## src/rtl/attn_pkg.sv

```systemverilog
// Shared definitions for the attention datapath: default element geometry,
// controller state encoding and index-width helper.
package attn_pkg;

  localparam int DEFAULT_DATA_WIDTH  = 16;
  localparam int DEFAULT_DATA_LENGTH = 8;

  typedef enum logic {
    ST_ACCUM = 1'b0,
    ST_DONE  = 1'b1
  } state_e;

  // A single-chunk row still needs a one-bit index port.
  function automatic int idx_width(input int n);
    return (n > 1) ? $clog2(n) : 1;
  endfunction

endpackage

```

## src/rtl/min_reduce_ctrl_min.sv

```systemverilog
// Combinational unsigned minimum across DATA_LENGTH lanes; on equal values
// the lowest lane wins, which does not change the result value.
module Min #(
  parameter int DATA_WIDTH  = 16,
  parameter int DATA_LENGTH = 8
) (
  input  logic [DATA_WIDTH*DATA_LENGTH-1:0] data,
  output logic [DATA_WIDTH-1:0]             min_val
);

  always_comb begin
    min_val = data[DATA_WIDTH-1:0];
    for (int k = 1; k < DATA_LENGTH; k++) begin
      if (data[DATA_WIDTH*k +: DATA_WIDTH] < min_val)
        min_val = data[DATA_WIDTH*k +: DATA_WIDTH];
    end
  end

endmodule

```

## src/rtl/min_reduce_ctrl.sv

```systemverilog
// Streams a row of NUM_CHUNKS chunks through one shared Min and keeps a
// running minimum plus the index of the first chunk that produced it.
//
// state    | meaning
// ST_ACCUM | accepting chunks of the current row
// ST_DONE  | result presented, waiting for out_ready
module min_reduce_ctrl
  import attn_pkg::*;
#(
  parameter int DATA_WIDTH  = DEFAULT_DATA_WIDTH,
  parameter int DATA_LENGTH = DEFAULT_DATA_LENGTH,
  parameter int NUM_CHUNKS  = 4,
  parameter int IDX_WIDTH   = idx_width(NUM_CHUNKS)
) (
  input  logic                              clk,
  input  logic                              rst,
  input  logic                              in_valid,
  output logic                              in_ready,
  input  logic [DATA_WIDTH*DATA_LENGTH-1:0] in_data,
  output logic                              out_valid,
  input  logic                              out_ready,
  output logic [DATA_WIDTH-1:0]             out_min,
  output logic [IDX_WIDTH-1:0]              out_chunk_idx,
  output logic                              busy
);

  localparam logic [IDX_WIDTH-1:0] LAST_CNT = IDX_WIDTH'(NUM_CHUNKS - 1);

  state_e                 state, state_nxt;
  logic [IDX_WIDTH-1:0]   cnt;
  logic [DATA_WIDTH-1:0]  run_min;
  logic [IDX_WIDTH-1:0]   run_idx;
  logic [DATA_WIDTH-1:0]  cmin;
  logic                   accept;

  Min #(
    .DATA_WIDTH  (DATA_WIDTH),
    .DATA_LENGTH (DATA_LENGTH)
  ) u_min (
    .data    (in_data),
    .min_val (cmin)
  );

  assign accept = in_valid && (state == ST_ACCUM);

  always_ff @(posedge clk) begin
    if (rst) state <= ST_ACCUM;
    else     state <= state_nxt;
  end

  always_comb begin
    state_nxt = state;
    case (state)
      ST_ACCUM: if (accept && (cnt == LAST_CNT)) state_nxt = ST_DONE;
      ST_DONE:  if (out_ready)                   state_nxt = ST_ACCUM;
      default:                                   state_nxt = ST_ACCUM;
    endcase
  end

  always_comb begin
    in_ready      = (state == ST_ACCUM);
    out_valid     = (state == ST_DONE);
    out_min       = run_min;
    out_chunk_idx = run_idx;
    busy          = (state == ST_DONE) || (cnt != '0);
  end

  // Strict less-than keeps the earliest chunk when minima tie.
  always_ff @(posedge clk) begin
    if (rst) begin
      cnt     <= '0;
      run_min <= '0;
      run_idx <= '0;
    end else if (accept) begin
      if (cnt == '0) begin
        run_min <= cmin;
        run_idx <= '0;
      end else if (cmin < run_min) begin
        run_min <= cmin;
        run_idx <= cnt;
      end
      if (cnt == LAST_CNT) cnt <= '0;
      else                 cnt <= cnt + IDX_WIDTH'(1);
    end
  end

endmodule
```

## config.mk

```make
export PLATFORM = sky130hd
export DESIGN_NAME = min_reduce_ctrl
export DESIGN_NICKNAME = d
export VERILOG_FILES = /design/src/rtl/attn_pkg.sv /design/src/rtl/min_reduce_ctrl_min.sv /design/src/rtl/min_reduce_ctrl.sv
export SDC_FILE = /design/constraint.sdc
export NUM_CORES = 1
export LEC_CHECK = 0
export ABC_AREA = 0
export CAP_MARGIN = 0
export CORE_UTILIZATION = 44
export CTS_CLUSTER_SIZE = 30
export DETAILED_ROUTE_END_ITERATION = 8
export HOLD_SLACK_MARGIN = 0.1
export PLACE_DENSITY_LB_ADDON = 0.3
export SYNTH_ARGS = -nofsm -noshare
export SYNTH_HDL_FRONTEND = slang
export SYNTH_SLANG_ARGS = --single-unit
```

## constraint.sdc

```tcl
create_clock -name clk -period 27.3 [get_ports clk]
set_input_delay 4.095 -clock clk [delete_from_list [all_inputs] [get_ports clk]]
set_output_delay 4.095 -clock clk [all_outputs]
set_load 0.005 [all_outputs]
```

==> flow_summary.toml <==
[run_status]
run_status = "completed"

[clock_network]
cts.sinks = 21
cts_tree = "yes"
path_clk_slew_ns = 0.06
cts_root_buffer = "clkbuf_16"
cts_setup_buffers = 0
clockBufferDepth = 2
htreeDepth = 1
numCtsBuffers = 3
clk_latency_ns = 0.25

[global_route]
track_usage = 0.251
grt_pass1_wl_um = 26700
grt_pass1_vias = 5674
grt_max_degree = 24
top_usage_layer = "met2"
grt_util_met2 = 0.457
met3_usage = 0.0207
met1_usage = 0.326
overflow = 0
antenna_found_initial = 0

[logic_synthesis]
synth_warnings = 0
synth_area_um2 = 5520
synth_cell_type_count = 66
synthTopCellsByArea = "ha_1 (25%), mux2i_1 (13%), inv_1 (9.2%)"
synth.top_cell.area_share = 0.254
ys.flop_type = "dfxtp_1"
syn_avg_cell_area_um2 = 7.91
ys_async_sr_fraction = 0
syn_inst = 697
synth-edff-count = 0
synth_area_leader_cell = "ha_1"
yosys_register_bits = 21
synthTopCellsByCount = "inv_1 (135), ha_1 (112), mux2i_1 (72), a21oi_1 (36), mux2_2 (30)"
yosysSeqAreaShare = 0.0762
yosysMostFrequentCell = "inv_1"
syn-num-nets = 941

[power_and_ir_drop]
fin_total_pwr_mw = 0.527
power_leakage_nw = 3.54
peakVddDrop_v = 0.0000649
p_per_area_nw_per_um2 = 72.5

[layout]
area_growth_pct = 31.8
utilization = 0.600
diodes = 0
fin_nets = 1086
multiInputGateArea_um2 = 4520
fillers = 1103
drive_gt1_frac = 0.0606
register_area_um2 = 420

[routing]
vias = 5614
wl_um = 16400
antenna_left = 0
dr.pass1.iters = 5
vias_per_cell = 5.56
routedWlPerCell_um = 16.3
drc = 0
drtIter0Drc = 282

[worst_setup_path]
critPathBufInv = 8
cp.arrival_ns = 25.55
cp_common_cell = "a21o_1"
critical_path.top_delay_family = "compound AO/OA/AOI/OAI gates"
cp_max_fo = 23
endpoint_kind = "register"
slowest_delay_ns = 0.81
cpMaxStageDelayCell = "o31ai_4"
criticalPathCategory = "in -> reg"
crit_cells = 91
cp.required_ns = 27.47
start_kind = "input port"
reg2regPathDepth = 15

[sta]
max_clock_freq_mhz = 39.4
tns_ns = 0
finalCritPeriodShare = 0.930
worst_pin_slew_ns = 0.948
slew_headroom = 0.368
rsz0062_at_grt = "no"
fin_skew_ns = 0.00168
setup_viol = 0
hold_violations = 0
min_period_ns = 25.38
slew_viol_final = 0

[placed_design]
post-dp-hpwl_um = 14200
portBuffers = 152
place_congestion = 0.901

[flow_run]
maxCapViolCount = 0

[die]
core_area_um2 = 12100
die-area_um2 = 13000
start_util = 0.455
rows = 40
die_h_um = 114
io_pins = 153
dieWidth_um = 114

[min_path]
whs_path_depth = 2
hold_path.class = "reg -> reg"
==> where the power goes <==
part	total, mW	internal (mW)	switching [mW]	leakage [nW]
combinational	0.448	0.212	0.236	3.33
clock	0.0309	0.0199	0.0111	0.0382
sequential	0.0483	0.0419	0.00642	0.173
==> metal layers <==
| layer | wire length, µm | vias up |
|---|---|---|
| li1 | - | 2828 |
| met1 | 7720 | 2610 |
| met3 | 591 | 19 |
| met5 | 0 | - |
| met4 | 236 | 0 |
| met2 | 7890 | 157 |
==> path summary, 6_finish.rpt <==
path | startpoint | endpoint | slack (ns)
setup / recovery | in_data[1] | out_min[9] | 1.92
hold reg to reg | out_min[12] | out_min[12] | 0.48
setup reg to reg | out_min[9] | out_min[9] | 24.04
hold / removal | out_min[12] | out_min[12] | 0.48
==> metrics by stage <==
step                setup WS [ns]  instances  hold slack (ns)  cell area, µm²
floorplan                    4.17        697            0.464            5520
detailed placement           1.81       1005            0.472            7190
finish                       1.92       1009            0.476            7270
CTS                          1.97       1009            0.479            7270
global route                0.163       1009            0.509            7270
global placement             2.46       1005            0.464            7190
==> cell families after synthesis <==
logic type	after synthesis	synth area share
adder cells (fa/ha/maj)	123	0.274
AO/OA/AOI/OAI	171	0.222
AND/OR/NAND/NOR	131	0.130
flip-flops	21	0.0762
multiplexers	102	0.192
buffers and inverters	149	0.106
==> repair_timing <==
| action | CTS | global route |
|---|---|---|
| hold buffers | 0 | 0 |
| endpoints found under the setup margin | 0 | 15 |
| gates resized for setup | 0 | 1 |
| hold endpoints to repair | 0 | 0 |
==> worst register-to-register path: stages (launching register included) <==
cell and delay (ns):
dfxtp_1 0.33, inv_1 0.06, ha_1 0.30, a21o_1 0.16
a21oi_1 0.15, nor2b_1 0.06, o21ai_0 0.14, nand2b_1 0.07
a21oi_1 0.14, nor2b_1 0.06, o21ai_0 0.30, nand4_1 0.18
nor3_1 0.29, o31ai_4 0.15, a21oi_2 0.60, o2bb2ai_1 0.20
==> cell type report <==
type	count	share of cell area
flip-flops and latches	21	0.0578
well taps	168	0.0289
clock buffers	4	0.0108
multi-input cells	527	0.621
inverters	135	0.0697
repair buffers	154	0.211
==> cells in the final DEF, fill, tap and decap left out, drive strengths merged, types with 4 or more instances in the layout <==
| cell | n |
|---|---|
| dfxtp | 21 |
| a211oi | 7 |
| o21a | 5 |
| nand3 | 5 |
| a31oi | 6 |
| nor2 | 22 |
| a21oi | 38 |
| nand2b | 6 |
| nand2 | 25 |
| mux2i | 72 |
| nor3 | 12 |
| nor4 | 6 |
| inv | 135 |
| a21o | 29 |
| o2bb2ai | 17 |
| ha | 112 |
| clkbuf | 4 |
| o31ai | 7 |
| maj3 | 11 |
| nand4 | 21 |
| and2 | 5 |
| a211o | 4 |
| clkdlybuf4s50 | 152 |
| nor2b | 10 |
| mux2 | 30 |
| o21ai | 29 |
| o211ai | 5 |
==> sequential cells by signal (all words and copies together) (netlist names) <==
signal,flops
out_chunk_idx,2
out_valid,1
out_min,16
cnt,2
(Power assumes the default switching activity.)
